$ cat src/rtl/msg_pkg.sv
// Shared sizes and edit-FSM state type for the rotating-message loader.
package msg_pkg;

    localparam int MSG_DEPTH = 16;
    localparam int DIGIT_W   = 4;
    localparam int ADDR_W    = 4;

    typedef enum logic [1:0] {
        ST_IDLE = 2'd0,
        ST_EDIT = 2'd1,
        ST_DONE = 2'd2
    } edit_state_t;

    // Power-on content of an entry: the fixed 0..F pattern
    function automatic logic [DIGIT_W-1:0] default_digit(input int idx);
        return DIGIT_W'(idx);
    endfunction

endpackage

$ cat src/rtl/btn_debounce.sv
// One push-button conditioner: 2-FF synchroniser, stability-window debounce,
// and a single-cycle pulse on each accepted rising level.
module btn_debounce #(
    parameter int DEBOUNCE_CYCLES = 50000,
    parameter int CNT_W           = 16
) (
    input  logic clk_out,
    input  logic reset_use,
    input  logic btn_raw,
    output logic pulse
);

    localparam logic [CNT_W-1:0] CNT_LAST = CNT_W'(DEBOUNCE_CYCLES - 1);

    logic             sync_1;
    logic             sync_2;
    logic             level;
    logic [CNT_W-1:0] cnt;

    // Bring the asynchronous button into the clk_out domain
    always_ff @(posedge clk_out or posedge reset_use) begin
        if (reset_use) begin
            sync_1 <= 1'b0;
            sync_2 <= 1'b0;
        end else begin
            sync_1 <= btn_raw;
            sync_2 <= sync_1;
        end
    end

    // Accept a new level only after it has held for the whole window; pulse on the 0->1 flip
    always_ff @(posedge clk_out or posedge reset_use) begin
        if (reset_use) begin
            level <= 1'b0;
            cnt   <= '0;
            pulse <= 1'b0;
        end else if (sync_2 != level) begin
            if (cnt == CNT_LAST) begin
                level <= sync_2;
                cnt   <= '0;
                pulse <= sync_2;
            end else begin
                cnt   <= cnt + CNT_W'(1);
                pulse <= 1'b0;
            end
        end else begin
            cnt   <= '0;
            pulse <= 1'b0;
        end
    end

endmodule

$ cat src/rtl/message_loader.sv
// Writer side of the 16 x 4-bit rotating message: three debounced buttons drive
// an edit FSM that rewrites the message; the rotator reads it asynchronously.
module message_loader
    import msg_pkg::*;
#(
    parameter int DEBOUNCE_CYCLES = 50000,
    parameter int CNT_W           = 16
) (
    input  logic               clk_out,
    input  logic               reset_use,
    input  logic               btn_edit,
    input  logic               btn_next,
    input  logic               btn_inc,
    input  logic [ADDR_W-1:0]  rd_addr,
    output logic [DIGIT_W-1:0] rd_data,
    output logic [ADDR_W-1:0]  wr_ptr,
    output logic [DIGIT_W-1:0] digit_buf,
    output logic               edit_active,
    output logic               msg_updated
);

    logic edit_pulse;
    logic next_pulse;
    logic inc_pulse;

    edit_state_t        state;
    edit_state_t        state_next;
    logic [ADDR_W-1:0]  wr_ptr_next;
    logic [ADDR_W-1:0]  ptr_plus1;
    logic [DIGIT_W-1:0] digit_next;
    logic               wr_en;

    logic [DIGIT_W-1:0] message [MSG_DEPTH];

    btn_debounce #(.DEBOUNCE_CYCLES(DEBOUNCE_CYCLES), .CNT_W(CNT_W)) u_db_edit (
        .clk_out(clk_out), .reset_use(reset_use), .btn_raw(btn_edit), .pulse(edit_pulse)
    );

    btn_debounce #(.DEBOUNCE_CYCLES(DEBOUNCE_CYCLES), .CNT_W(CNT_W)) u_db_next (
        .clk_out(clk_out), .reset_use(reset_use), .btn_raw(btn_next), .pulse(next_pulse)
    );

    btn_debounce #(.DEBOUNCE_CYCLES(DEBOUNCE_CYCLES), .CNT_W(CNT_W)) u_db_inc (
        .clk_out(clk_out), .reset_use(reset_use), .btn_raw(btn_inc), .pulse(inc_pulse)
    );

    assign ptr_plus1 = wr_ptr + ADDR_W'(1);
    assign rd_data   = message[rd_addr];

    // Edit decisions; edit outranks next, next outranks inc, losers are simply dropped
    always_comb begin
        state_next  = state;
        wr_ptr_next = wr_ptr;
        digit_next  = digit_buf;
        wr_en       = 1'b0;
        case (state)
            ST_IDLE: begin
                if (edit_pulse) begin
                    state_next  = ST_EDIT;
                    wr_ptr_next = '0;
                    digit_next  = message[ADDR_W'(0)];
                end
            end
            ST_EDIT: begin
                if (edit_pulse) begin
                    wr_en      = 1'b1;
                    state_next = ST_DONE;
                end else if (next_pulse) begin
                    wr_en       = 1'b1;
                    wr_ptr_next = ptr_plus1;
                    digit_next  = message[ptr_plus1];
                    if (wr_ptr == ADDR_W'(MSG_DEPTH - 1)) begin
                        state_next = ST_DONE;
                    end
                end else if (inc_pulse) begin
                    digit_next = digit_buf + DIGIT_W'(1);
                end
            end
            ST_DONE: begin
                state_next  = ST_IDLE;
                wr_ptr_next = '0;
            end
            default: begin
                state_next  = ST_IDLE;
                wr_ptr_next = '0;
            end
        endcase
    end

    // Control registers; status flags are registered alongside the state they describe
    always_ff @(posedge clk_out or posedge reset_use) begin
        if (reset_use) begin
            state       <= ST_IDLE;
            wr_ptr      <= '0;
            digit_buf   <= '0;
            edit_active <= 1'b0;
            msg_updated <= 1'b0;
        end else begin
            state       <= state_next;
            wr_ptr      <= wr_ptr_next;
            digit_buf   <= digit_next;
            edit_active <= (state_next == ST_EDIT);
            msg_updated <= (state_next == ST_DONE);
        end
    end

    // Message storage; reset restores the 0..F pattern, no read bypass on writes
    always_ff @(posedge clk_out or posedge reset_use) begin
        if (reset_use) begin
            for (int i = 0; i < MSG_DEPTH; i++) begin
                message[i] <= default_digit(i);
            end
        end else if (wr_en) begin
            message[wr_ptr] <= digit_buf;
        end
    end

endmodule

$ cat config.mk
export PLATFORM = sky130hd
export DESIGN_NAME = message_loader
export DESIGN_NICKNAME = d
export VERILOG_FILES = /design/src/rtl/msg_pkg.sv /design/src/rtl/btn_debounce.sv /design/src/rtl/message_loader.sv
export SDC_FILE = /design/constraint.sdc
export NUM_CORES = 1
export LEC_CHECK = 0
export BUFFER_PORTS_ARGS = -buffer_cell sky130_fd_sc_hd__buf_2
export CORE_ASPECT_RATIO = 1.2
export CORE_MARGIN = 4
export CORE_UTILIZATION = 67
export CTS_BUF_LIST = sky130_fd_sc_hd__clkbuf_8 sky130_fd_sc_hd__clkbuf_16
export CTS_CLUSTER_SIZE = 20
export DETAILED_ROUTE_END_ITERATION = 7
export GPL_TIMING_DRIVEN = 1
export PLACE_DENSITY_LB_ADDON = 0.25
export REMOVE_ABC_BUFFERS = 1
export SETUP_SLACK_MARGIN = 0.3
export SLEW_MARGIN = 5
export SYNTH_ARGS = -nofsm -noshare
export SYNTH_HDL_FRONTEND = slang
export SYNTH_SLANG_ARGS = --single-unit
$ cat constraint.sdc
create_clock -name clk_out -period 8.1 [get_ports clk_out]
set_input_delay 1.215 -clock clk_out [delete_from_list [all_inputs] [get_ports clk_out]]
set_output_delay 1.215 -clock clk_out [all_outputs]
set_load 0.01 [all_outputs]
Yosys cells after proc, flatten, opt, wreduce, memory -nomap -nowiden:

Cells that the tools add are included.

* bits in registers: 136
* output and inout bits: 14
* logic and storage cells: 108

* add/subtract/negate cells: 5
* $lt $le $gt $ge: 4
* equal/unequal tests: 14
* multiplexer cells: 38
* bitwise logic cells: 3
* reduce and logical (&&, ||, !) cells: 8

Operator list (number)
* $mux 16: 6
* $bwmux 64: 1
* $add 16x1->16 const B: 3
* $eq 16x16->1 const B: 3
* $mux 4: 12
* $bmux 4 s4: 2
* $demux 4 s4: 1
* $pmux 4 s2: 2
* $ge 5x5->1 const B: 3
* $not 4->5: 3
* $mux 1: 9
* $add 4x1->4 const B: 2
* $mux 2: 4
* $reduce_and 2->1: 3
* $lt 5x1->1 const B: 1
* $eq 2x1->1 const B: 2
* $eq 4x4->1 const B: 1
* $ne 2x1->1 const B: 2
* $pmux 2 s2: 1
* $reduce_and 4->1: 1
* $ne 1x1->1: 3
* $ne 3x1->1 const B: 1
* $reduce_and 3->1: 1
* $eq 2x2->1 const B: 1
* other kinds (4): 4

Logic depth before layout (Yosys ltp):

Gate-level depths: netlist of run 1.

* depth in word-level cells: 8
* depth in mapped cells: 10
* gate-level depth less buffers: 7

Modules after synthesis:

Synthesis of run 1 repeated with hierarchy kept, for this count alone.

* cells, all modules: 566
* area, all modules: 7061.8 um2

Modules (own cells, without submodules)
* message_loader: instances 1, cells each 305, area each 4269.1 um2, seq. area each 1941.9 um2
* btn_debounce: instances 3, cells each 87, area each 930.9 um2, seq. area each 500.5 um2

Worst setup path after synthesis of run 1:

OpenSTA, ideal clock, no wires.

* kind: in2out
* start point: input rd_addr[0]
* end point: output rd_data[2]
* arrival: 2464 ps
* data required time: 6885 ps
* slack: 4421 ps
* cell stages on the path: 4
* path buffers: 2
* cell sequence: buf_6 > buf_6 > mux4_2 > mux4_2

* cells in the longest elaborated chain, start to end: 4

RTL lines
* start: declaration: line message_loader.sv:14 `input logic [ADDR_W-1:0] rd_addr,`
* $not 4->5 (not written as such): line message_loader.sv:48 `assign rd_data = message[rd_addr];`
* $bmux 4 s4: line message_loader.sv:48
* $mux 4 (not written as such) (2 in a row): line message_loader.sv:48
* end: declaration: line message_loader.sv:15 `output logic [DIGIT_W-1:0] rd_data,`

Every way passes these cells. The select of a mux whose other input is x is not followed.

Final worst setup path of run 1:

* start point: input rd_addr[1]
* end point: output rd_data[2]

Same word-level chain as after synthesis.

==> results of run 1 <==
==> final cells by class <==
class,count,area (um^2)
fillers,587,2352
inverters,8,32.53
repair buffers,25,132.6
multi-input cells,382,3326
well taps,126,157.7
clock inverters,12,148.9
clock buffers,20,466.7
flip-flops and latches,136,3443
==> logic make-up after synthesis <==
logic type | Yosys count | synth area share [%]
flip-flops | 136 | 49.53
XOR/XNOR | 48 | 6.318
AO/OA/AOI/OAI | 26 | 2.664
multiplexers | 111 | 24.01
adder cells (fa/ha/maj) | 8 | 1.440
AND/OR/NAND/NOR | 189 | 13.41
buffers and inverters | 35 | 2.628
==> worst register-to-register path, delay by kind of cell (launching register included) <==
kind	cells	cell delay [ns]
mux	2	0.88
fa+ha+maj	1	0.84
buf+inv	2	0.48
compound gates	2	0.36
flops	1	0.32
==> layer usage <==
metal	wire length, um	vias to the layer above
li1	-	2027
met1	6039	2325
met2	7759	199
met3	905	37
met4	422	0
met5	0	-
==> power groups by stage <==
stage                     Clock [uW]  Sequential (uW)  Combinational [uW]
after floorplan                    0              701                21.7
after global placement             0              702                32.4
after detailed placement           0              702                34.1
after CTS                        806              690                33.8
after global routing             839              691                37.8
final                            798              691                32.8
==> placed cells by master, fill, tap and decap left out, types with 4 or more instances in the layout <==
| master | synthesis | final |
|---|---|---|
| sky130_fd_sc_hd__clkbuf_16 | 0 | 17 |
| sky130_fd_sc_hd__mux4_1 | 6 | 6 |
| sky130_fd_sc_hd__nor2b_1 | 4 | 4 |
| sky130_fd_sc_hd__mux4_2 | 30 | 30 |
| sky130_fd_sc_hd__nand2_1 | 36 | 36 |
| sky130_fd_sc_hd__mux2i_1 | 7 | 7 |
| sky130_fd_sc_hd__xnor2_1 | 20 | 20 |
| sky130_fd_sc_hd__and3_1 | 16 | 16 |
| sky130_fd_sc_hd__o21ai_0 | 6 | 6 |
| sky130_fd_sc_hd__a21oi_1 | 4 | 4 |
| sky130_fd_sc_hd__and2_0 | 4 | 4 |
| sky130_fd_sc_hd__inv_1 | 8 | 8 |
| sky130_fd_sc_hd__mux2_2 | 68 | 68 |
| sky130_fd_sc_hd__ha_1 | 8 | 8 |
| sky130_fd_sc_hd__nand3_1 | 21 | 21 |
| sky130_fd_sc_hd__nand4_1 | 6 | 6 |
| sky130_fd_sc_hd__dfstp_2 | 32 | 32 |
| sky130_fd_sc_hd__nand2b_1 | 6 | 6 |
| sky130_fd_sc_hd__buf_2 | 11 | 22 |
| sky130_fd_sc_hd__and4_1 | 7 | 7 |
| sky130_fd_sc_hd__nor3_1 | 9 | 9 |
| sky130_fd_sc_hd__xor2_1 | 27 | 27 |
| sky130_fd_sc_hd__nor2_1 | 65 | 65 |
| sky130_fd_sc_hd__dfrtp_1 | 104 | 104 |
==> state kept, by name, indices dropped and copies added, names as in the netlist, 2 cells and up <==
| register | count |
|---|---|
| message | 64 |
| u_db_edit.cnt | 16 |
| u_db_next.cnt | 16 |
| digit_buf | 4 |
| state | 2 |
| u_db_inc.cnt | 16 |
| wr_ptr | 4 |
==> stage by stage <==
| stage | hold WS (ns) | area [um^2] | total power (uW) |
|---|---|---|---|
| after floorplan | 0.3312 | 6799 | 722.3 |
| after global placement | 0.3327 | 7092 | 734.1 |
| after detailed placement | 0.3347 | 7092 | 735.9 |
| after CTS | 0.3476 | 7707 | 1530 |
| after global routing | 0.3618 | 7707 | 1568 |
| final | 0.3465 | 7707 | 1522 |
==> worst paths after layout <==
path | slack [ns] | end | depth (start not counted)
worst max-delay path | 4.09 | rd_data[2] | 4
worst min-delay path | 0.35 | u_db_next.sync_2$_DFF_PP0_ | 0
worst max register to register | 5.09 | digit_buf[3]$_DFFE_PP0P_ | 7
worst min register to register | 0.35 | u_db_next.sync_2$_DFF_PP0_ | 0
max in group asynchronous | 5.80 | u_db_edit.pulse$_DFF_PP0_ | 3
min in group asynchronous | 0.98 | message[26]$_DFFE_PP0P_ | 2
==> impl_metrics.env, run 1 <==
export IMPL_power_per_cell_area_nw_per_um2=197.4
export IMPL_synth_yosys_seq_area_share_pct=49.53
export IMPL_path_class="in2out"
export IMPL_finalCoreUtilization_pct=76.62
export IMPL_cellLeakagePower_uw=0.003460
export IMPL_route_detailed_vias_per_inst=6.471
export IMPL_layout_nets=587
export IMPL_place_congestion=0.9996
export IMPL_post_cts_buffers=0
export IMPL_timing_critical_path_from_type="input pin"
export IMPL_post_route_drc_count=0
export IMPL_timing_critical_path_from="rd_addr[1]"
export IMPL_cts_reportedPaths_clkPinSlew_ns=0.05
export IMPL_synth_top_cell_by_area="sky130_fd_sc_hd__dfrtp_1"
export IMPL_report_final_hold_viol_count=0
export IMPL_numCtsBuffers=17
export IMPL_synth_area_top_cells="sky130_fd_sc_hd__dfrtp_1, sky130_fd_sc_hd__dfstp_2, sky130_fd_sc_hd__mux2_2, sky130_fd_sc_hd__mux4_2, sky130_fd_sc_hd__nor2_1"
export IMPL_initialDrtViolationCount=413
export IMPL_worst_path_buf_inv=2
export IMPL_netlist_cell_type_count=49
export IMPL_placementRows=40
export IMPL_detail_route_wl_per_cell_um=21.33
export IMPL_first_pass_iters=5
export IMPL_antenna_found_initial=0
export IMPL_synth_area_um2=6952
export IMPL_timing_critical_path_fanout_max=16
export IMPL_max_vdd_ir_drop_mv=0.1521
export IMPL_report_final_slew_viol_count=0
export IMPL_dpl_cell_count=677
export IMPL_worst_endpoint_arrival_ns=2.79
export IMPL_final_setup_worst_slack_ns=4.094
export IMPL_cts_root_buffer_cell="sky130_fd_sc_hd__clkbuf_16"
export IMPL_instances_no_fill=709
export IMPL_postSynthCellCount=553
export IMPL_yosys_top_cells_count="sky130_fd_sc_hd__dfrtp_1, sky130_fd_sc_hd__mux2_2, sky130_fd_sc_hd__nor2_1"
export IMPL_via_total_after_detailed_routing=4588
export IMPL_cts_max_path_buffers=2
export IMPL_area_growth_synth_to_final_pct=10.87
export IMPL_initial_core_util_pct=69.10
export IMPL_power_share_combinational_pct=2.2
export IMPL_worst_slew_margin_rel_pct=43.00
export IMPL_worstMarginPinSlew_ns=0.8549
export IMPL_antenna_violating_nets_post_route=0
export IMPL_synth_area_per_cell_um2=12.57
export IMPL_ctsHoldBuffers=0
export IMPL_share_of_the_synthesized_area_in_the_top_cell_type_pct=37.44
export IMPL_clockPowerShare_pct=52.5
export IMPL_final_setup_skew_ns=0.009682
export IMPL_max_cap_violations=0
export IMPL_gr_usage_met2_pct=44.23
export IMPL_clock_tree_from_tritoncts="done"
export IMPL_cellInternalPower_uw=1202
export IMPL_slowest_delay_ns=0.58
export IMPL_post_place_ws_ns=4.091
export IMPL_sequential_power_share_pct=45.4
export IMPL_yosys_warnings=0
export IMPL_synth_edff_count=0
export IMPL_outcome="complete, no violations"
export IMPL_setup_repair_after_global_routing_missed_its_margin="no"
export IMPL_hold_class="reg2reg"
export IMPL_max_freq_mhz=249.6
export IMPL_die_area_um2=12080
export IMPL_grt_util_met1_pct=34.44
export IMPL_synth_ff_latch_count=136
export IMPL_ys_flop_type="sky130_fd_sc_hd__dfrtp_1"
export IMPL_grt_remaining_overflow=0
export IMPL_period_share_pct=49.46
export IMPL_h_tree_depth=4
export IMPL_r2r_start="wr_ptr[0]$_DFFE_PP0P_"
export IMPL_cp_top_family="multiplexers"
export IMPL_cts_resized=0
export IMPL_clock_insertion_delay_worst_skew_ns=0.42
export IMPL_fin_setup_tns_ns=0
export IMPL_postSynth_asyncResetShare_pct=100.0
export IMPL_crit_path_end_kind="output pin"
export IMPL_dpl_hpwl_mm=9.939
export IMPL_grt_busiest_layer="met2"
export IMPL_switching_power_uw=319.9
export IMPL_required_ns=6.88
export IMPL_grt_total_usage_pct=27.10
export IMPL_final_min_clock_period_ns=4.006
export IMPL_detail_route_wirelength_mm=15.13
export IMPL_swShare_pct=21.02
export IMPL_antenna_cells=0
export IMPL_clock_sinks=136
export IMPL_synthMostInstantiatedCell="sky130_fd_sc_hd__dfrtp_1"
export IMPL_die_width_um=101.0
export IMPL_grt_start_max_net_pins=75
export IMPL_final_setup_viol_count=0
export IMPL_path_cells="buf_2 -> mux4_2 -> mux4_2 -> buf_2"
export IMPL_core_area_um2=10060
export IMPL_num_io_pins=23
export IMPL_grtUsageMet3_pct=7.442
export IMPL_port_buffer_count=22
export IMPL_via_count_of_the_first_global_routing_pass=4775
export IMPL_layout_drive_gt1_share_pct=33.28
export IMPL_first_pass_grt_wire_length_mm=24.95
export IMPL_critical_path_slowest_cell="sky130_fd_sc_hd__mux4_2"
export IMPL_min_delay_start="u_db_next.sync_1$_DFF_PP0_"
export IMPL_chipHeight_um=119.6
Note: power is estimated with default switching activity, not from simulation.
==> run 2: changes to the inputs <==
Settings changed: CORE_UTILIZATION 67 to 56.
Clock period 8.1 ns to 3.4 ns, I/O delays scaled along.
==> run 2 against run 1 <==
First-iteration DRC count down 21%. Clock skew increased by 0.0064 ns. Total power up 140%. Die area is 18% higher. Sequential power increased by 140%. Setup slack got worse by 3.4 ns. Core utilization is 12 points lower. Register-to-register slack got worse by 4.4 ns. Critical path type is now reg2reg. Critical endpoint is now digit_buf[3]$_DFFE_PP0P_. Largest power group unchanged.
==> impl_metrics.env, run 2 (synthesis gave the netlist of run 1 again) <==
export IMPL_outcome="complete, no violations"
export IMPL_cellInternalPower_uw=2920
export IMPL_period_share_pct=78.62
export IMPL_antenna_found_initial=0
export IMPL_num_io_pins=23
export IMPL_area_growth_synth_to_final_pct=12.15
export IMPL_via_count_of_the_first_global_routing_pass=4710
export IMPL_cts_reportedPaths_clkPinSlew_ns=0.06
export IMPL_path_class="reg2reg"
export IMPL_layout_cells_most_common="sky130_fd_sc_hd__dfrtp_1"
export IMPL_core_area_um2=12110
export IMPL_cellLeakagePower_uw=0.003491
export IMPL_antenna_cells=0
export IMPL_worst_slew_margin_rel_pct=43.74
export IMPL_clock_tree_from_tritoncts="done"
export IMPL_num_fill_cells=910
export IMPL_r2r_start="wr_ptr[1]$_DFFE_PP0P_"
export IMPL_power_share_combinational_pct=2.2
export IMPL_p_total_uw=3673
export IMPL_placementRows=44
export IMPL_post_route_drc_count=0
export IMPL_layout_drive_gt1_share_pct=33.33
export IMPL_route_top_layer_used="met4"
export IMPL_max_vdd_ir_drop_mv=0.3243
export IMPL_die_width_um=109.7
export IMPL_h_tree_depth=4
export IMPL_multi_input_area_um2=3326
export IMPL_grt_start_max_net_pins=59
export IMPL_hold_class="in2async"
export IMPL_switching_power_uw=752.8
export IMPL_detail_route_wl_per_cell_um=20.21
export IMPL_max_freq_mhz=374.1
export IMPL_register_area_um2=3443
export IMPL_crit_path_end_kind="flop"
export IMPL_timing_critical_path_fanout_max=17
export IMPL_initial_core_util_pct=57.40
export IMPL_required_ns=3.67
export IMPL_ctsHoldBuffers=0
export IMPL_timing_rr_end="digit_buf[3]$_DFFE_PP0P_"
export IMPL_clock_insertion_delay_worst_skew_ns=0.42
export IMPL_instances_no_fill=746
export IMPL_most_common_layout_cells="sky130_fd_sc_hd__dfrtp_1, sky130_fd_sc_hd__mux2_2, sky130_fd_sc_hd__nor2_1"
export IMPL_final_setup_skew_ns=0.01606
export IMPL_placement_cell_area_um2=7163
export IMPL_report_final_hold_viol_count=0
export IMPL_r2r_depth=6
export IMPL_clockPowerShare_pct=53.0
export IMPL_timing_critical_path_from="wr_ptr[1]$_DFFE_PP0P_"
export IMPL_final_setup_viol_count=0
export IMPL_grt_remaining_overflow=0
export IMPL_power_per_cell_area_nw_per_um2=471.2
export IMPL_via_total_after_detailed_routing=4574
export IMPL_wl_met3_um=740
export IMPL_detail_route_wirelength_mm=15.08
export IMPL_cts_resized=0
export IMPL_chipHeight_um=130.1
export IMPL_setup_repair_after_global_routing_missed_its_margin="no"
export IMPL_die_area_um2=14270
export IMPL_m1WireLength_mm=6.217
export IMPL_largest_register="message"
export IMPL_port_buffer_count=22
export IMPL_first_pass_iters=6
export IMPL_report_final_slew_viol_count=0
export IMPL_final_setup_worst_slack_ns=0.7269
export IMPL_post_cts_buffers=0
export IMPL_timing_critical_path_from_type="flop"
export IMPL_layout_nets=589
export IMPL_max_cap_violations=0
export IMPL_slowest_delay_ns=0.78
export IMPL_dpl_cell_count=714
export IMPL_place_congestion=0.9157
export IMPL_worst_endpoint_arrival_ns=2.95
export IMPL_post_place_ws_ns=0.7881
export IMPL_reg2reg_setup_slack_ns=0.73
export IMPL_initialDrtViolationCount=325
export IMPL_critical_path_slowest_cell="sky130_fd_sc_hd__ha_1"
export IMPL_sequential_power_share_pct=44.8
export IMPL_detail_route_met2_wl_mm=7.501
export IMPL_dpl_hpwl_mm=10.32
export IMPL_final_instance_area_um2=7796
export IMPL_numCtsBuffers=17
export IMPL_number_of_flip_flops_in_the_largest_register=64
export IMPL_first_pass_grt_wire_length_mm=24.72
export IMPL_antenna_violating_nets_post_route=0
export IMPL_worstMarginPinSlew_ns=0.8439
export IMPL_swShare_pct=20.49
export IMPL_final_min_clock_period_ns=2.673
export IMPL_path_cells="inv_1 -> ha_1 -> mux4_2 -> mux2_2 -> a211oi_1 -> o21ai_0"
export IMPL_clock_sinks=136
export IMPL_cts_max_path_buffers=2
export IMPL_fin_setup_tns_ns=0
export IMPL_route_detailed_vias_per_inst=6.131
export IMPL_cts_root_buffer_cell="sky130_fd_sc_hd__clkbuf_16"
export IMPL_grt_total_usage_pct=23.14
-- run 2: changes by cell type in the layout (fill, tap and decap cells not counted) --
cell,previous run,this run
sky130_fd_sc_hd__clkinv_4,1,4
sky130_fd_sc_hd__clkinvlp_4,3,1
sky130_fd_sc_hd__buf_12,0,1
sky130_fd_sc_hd__buf_4,3,4
sky130_fd_sc_hd__bufinv_16,3,4
sky130_fd_sc_hd__clkbuf_8,3,2
sky130_fd_sc_hd__clkinv_2,3,2
sky130_fd_sc_hd__inv_1,8,9
sky130_fd_sc_hd__inv_6,1,0
-- run 2: worst max-delay path: cells and delay by family, from the launching register on --
kind / cells / cell delay (ns)
mux: 2 / 0.85
buf+inv: 1 / 0.10
flops: 1 / 0.45
compound gates: 2 / 0.35
fa+ha+maj: 1 / 0.78
-- run 2: worst max-delay path by stage --
stage | slack [ns] | cells past startpoint | to
after detailed placement | 0.79 | 6 | digit_buf[3]$_DFFE_PP0P_
after floorplan | -0.70 | 1 | digit_buf[0]$_DFFE_PP0P_
after global routing | 0.56 | 6 | digit_buf[3]$_DFFE_PP0P_
after CTS | 0.74 | 6 | digit_buf[3]$_DFFE_PP0P_
after global placement | 0.83 | 4 | rd_data[2]
final | 0.73 | 6 | digit_buf[3]$_DFFE_PP0P_
-- run 2: through the flow --
stage | hold WS (ns) | utilization (%)
5_1_grt | 0.1842 | 64.37
3_3_place_gp | 0.3332 | 59.14
3_5_place_dp | 0.3347 | 59.14
6_report | 0.1680 | 64.37
4_1_cts | 0.1796 | 64.37
2_1_floorplan | 0.3312 | -
-- run 2: layout make-up --
cell class | count | share of cell area (%)
inverters | 8 | 0.4173
flip-flops and latches | 136 | 44.17
clock buffers | 19 | 5.810
repair buffers | 27 | 2.054
multi-input cells | 382 | 42.66
well taps | 161 | 2.584
clock inverters | 13 | 2.311
-- run 2: per-layer routing --
| layer | up-vias | GRT usage [%] |
|---|---|---|
| met4 | 0 | 12.25 |
| met5 | - | 0 |
| met2 | 161 | 36.79 |
| li1 | 2032 | - |
| met1 | 2338 | 30.32 |
| met3 | 43 | 4.305 |
-- run 2: power by group through the flow --
stage                     clock (uW)  sequential, uW  combinational, uW
after floorplan                    0            1670               51.8
after global placement             0            1670               82.1
after detailed placement           0            1670               84.7
after CTS                       1980            1650               85.2
after global routing            2060            1650               93.8
final                           1950            1650               81.9
==> run 3: changes to the inputs <==
Clock period 3.4 ns to 2.3 ns, I/O delays scaled along.
==> run 3 against run 2 <==
The flow now finishes with violations (negative setup slack). Clock skew shrank 0.0098 ns. Core utilization rose by 2.7 points. Sequential power rose by 47%. Flip-flop and latch count unchanged. Routed wire length grew 4.0%. Hold slack lost 0.14 ns. Cell count up 3.4%. Combinational power is 64% higher. Clock-buffer cell count unchanged. Critical path type is now reg2out. Critical endpoint is now rd_data[3]. Largest cell class unchanged. Largest power group unchanged. Highest routed layer unchanged.
==> impl_metrics.env, run 3 (synthesis gave the netlist of run 1 again) <==
export IMPL_dpl_hpwl_mm=10.71
export IMPL_post_route_drc_count=0
export IMPL_timing_critical_path_from_type="flop"
export IMPL_instances_no_fill=771
export IMPL_h_tree_depth=4
export IMPL_grt_remaining_overflow=0
export IMPL_slowest_delay_ns=0.51
export IMPL_worst_slew_margin_rel_pct=62.88
export IMPL_switching_power_uw=1149
export IMPL_final_setup_skew_ns=0.006236
export IMPL_detail_route_wl_per_cell_um=20.33
export IMPL_swShare_pct=20.99
export IMPL_num_fill_cells=883
export IMPL_core_area_um2=12110
export IMPL_outcome="complete, but fails checks"
export IMPL_report_final_slew_viol_count=0
export IMPL_period_share_pct=100.7
export IMPL_port_buffer_count=22
export IMPL_antenna_found_initial=0
export IMPL_numCtsBuffers=17
export IMPL_r2r_start="wr_ptr[0]$_DFFE_PP0P_"
export IMPL_register_area_um2=3448
export IMPL_crit_path_end_kind="output pin"
export IMPL_chipHeight_um=130.1
export IMPL_initial_core_util_pct=57.40
export IMPL_number_of_flip_flops_in_the_largest_register=64
export IMPL_num_io_pins=23
export IMPL_p_total_uw=5475
export IMPL_initialDrtViolationCount=272
export IMPL_max_vdd_ir_drop_mv=0.4862
export IMPL_first_pass_iters=6
export IMPL_worst_path_buf_inv=1
export IMPL_via_total_after_detailed_routing=4750
export IMPL_place_congestion=0.9623
export IMPL_holdPathStages=1
export IMPL_critical_path_slowest_cell="sky130_fd_sc_hd__mux4_2"
export IMPL_most_common_layout_cells="sky130_fd_sc_hd__dfrtp_1, sky130_fd_sc_hd__mux2_2, sky130_fd_sc_hd__nor2_1"
export IMPL_fin_hold_ws_ns=0.02915
export IMPL_dpl_cell_count=730
export IMPL_largest_register="message"
export IMPL_cts_max_path_buffers=2
export IMPL_cts_reportedPaths_clkPinSlew_ns=0.06
export IMPL_required_ns=1.96
export IMPL_final_setup_viol_count=2
export IMPL_grt_start_max_net_pins=49
export IMPL_via_count_of_the_first_global_routing_pass=4788
export IMPL_first_pass_grt_wire_length_mm=25.69
export IMPL_post_place_ws_ns=0.06999
export IMPL_detail_route_wirelength_mm=15.67
export IMPL_placementRows=44
export IMPL_grt_total_usage_pct=24.07
export IMPL_route_detailed_vias_per_inst=6.161
export IMPL_report_final_hold_viol_count=0
export IMPL_layout_cells_most_common="sky130_fd_sc_hd__dfrtp_1"
export IMPL_setup_repair_after_global_routing_missed_its_margin="yes"
export IMPL_cp_top_family="multiplexers"
export IMPL_max_freq_mhz=431.8
export IMPL_reg2reg_setup_slack_ns=0.30
export IMPL_fin_setup_tns_ns=-0.01649
export IMPL_area_growth_synth_to_final_pct=16.83
export IMPL_hold_end="u_db_next.sync_1$_DFF_PP0_"
export IMPL_path_cells="mux4_2 -> mux4_2 -> buf_6"
export IMPL_cellLeakagePower_uw=0.003624
export IMPL_sequential_power_share_pct=44.4
export IMPL_worstMarginPinSlew_ns=0.5568
export IMPL_cts_root_buffer_cell="sky130_fd_sc_hd__clkbuf_16"
export IMPL_path_common_cell="sky130_fd_sc_hd__mux4_2"
export IMPL_multi_input_area_um2=3407
export IMPL_clock_tree_from_tritoncts="done"
export IMPL_clockPowerShare_pct=53.1
export IMPL_die_width_um=109.7
export IMPL_min_delay_start="btn_next"
export IMPL_final_setup_worst_slack_ns=-0.01606
export IMPL_layout_drive_gt1_share_pct=38.69
export IMPL_clock_sinks=136
export IMPL_timing_rr_end="digit_buf[3]$_DFFE_PP0P_"
export IMPL_layout_nets=614
export IMPL_antenna_violating_nets_post_route=0
export IMPL_die_area_um2=14270
export IMPL_max_cap_violations=0
export IMPL_timing_critical_path_fanout_max=3
export IMPL_antenna_cells=0
export IMPL_worst_endpoint_arrival_ns=1.97
export IMPL_violations="negative setup slack"
export IMPL_final_min_clock_period_ns=2.316
export IMPL_cellInternalPower_uw=4325
export IMPL_power_share_combinational_pct=2.4
export IMPL_power_per_cell_area_nw_per_um2=674.1
export IMPL_clock_insertion_delay_worst_skew_ns=0.42
export IMPL_r2r_depth=6
export IMPL_hold_class="in2reg"
export IMPL_path_class="reg2out"
==> run 3: cell types whose count changed in the layout (fill, tap and decap cells not counted), sizes merged <==
cell	previous run	this run
clkinv	6	4
buf	27	50
nand2	36	37
dlygate4sd3	0	1
inv	10	11
clkinvlp	1	2
==> run 3: worst register-to-register path, delay by kind of cell, from the launching register on <==
kind            cells  cell delay [ns]
mux                 2             0.79
flops               1             0.42
fa+ha+maj           1             0.33
compound gates      2             0.27
buf+inv             1             0.08
==> run 3: timing repair <==
| item | in CTS | in global routing |
|---|---|---|
| setup buffers | 6 | 1 |
| endpoints found under the hold margin | 7 | 0 |
| hold buffers | 1 | 0 |
| pin swaps | 1 | 5 |
| gates cloned | 0 | 1 |
| resized for setup | 12 | 21 |
| endpoints found under the setup margin | 8 | 53 |
==> run 3: worst max path at each step <==
stage	startpoint	end	slack (ns)	cells after the start
after floorplan	reset_use	digit_buf[0]$_DFFE_PP0P_	-1.63	1
after global placement	rd_addr[1]	rd_data[2]	0.13	4
after detailed placement	wr_ptr[0]$_DFFE_PP0P_	digit_buf[3]$_DFFE_PP0P_	0.07	6
after CTS	message[50]$_DFFE_PP0P_	rd_data[2]	-0.01	3
after global routing	message[51]$_DFFE_PP0P_	rd_data[3]	-0.04	3
final	message[35]$_DFFE_PP0P_	rd_data[3]	-0.02	3
==> run 3: cell type report <==
type / instances / area share (%)
Sequential cell: 136 / 42.46
Multi-Input combinational cell: 383 / 41.95
Clock buffer: 19 / 5.577
Timing Repair Buffer: 51 / 4.930
Tap cell: 161 / 2.480
Clock inverter: 13 / 2.203
Inverter: 8 / 0.4006
==> run 3: power groups by stage <==
stage	logic (uW)	registers (uW)	clock network, uW
after global placement	129	2470	0
after CTS	136	2430	2950
final	134	2430	2910
after floorplan	76.6	2470	0
after global routing	154	2430	3070
after detailed placement	134	2470	0
==> run 3: per-layer routing <==
layer  track usage [%]  up-vias  share of wire (%)
li1                  -     2090                  -
met2             38.23      180                 49
met5                 0        -                  0
met3             5.987       49                6.6
met1             30.80     2431                 40
met4             12.18        0                4.0
==> run 3: stage by stage <==
step	utilization [%]	instance area, um^2
after floorplan	-	6799
after global placement	60.24	7296
after detailed placement	60.24	7296
after CTS	66.32	8033
after global routing	67.06	8122
final	67.06	8122
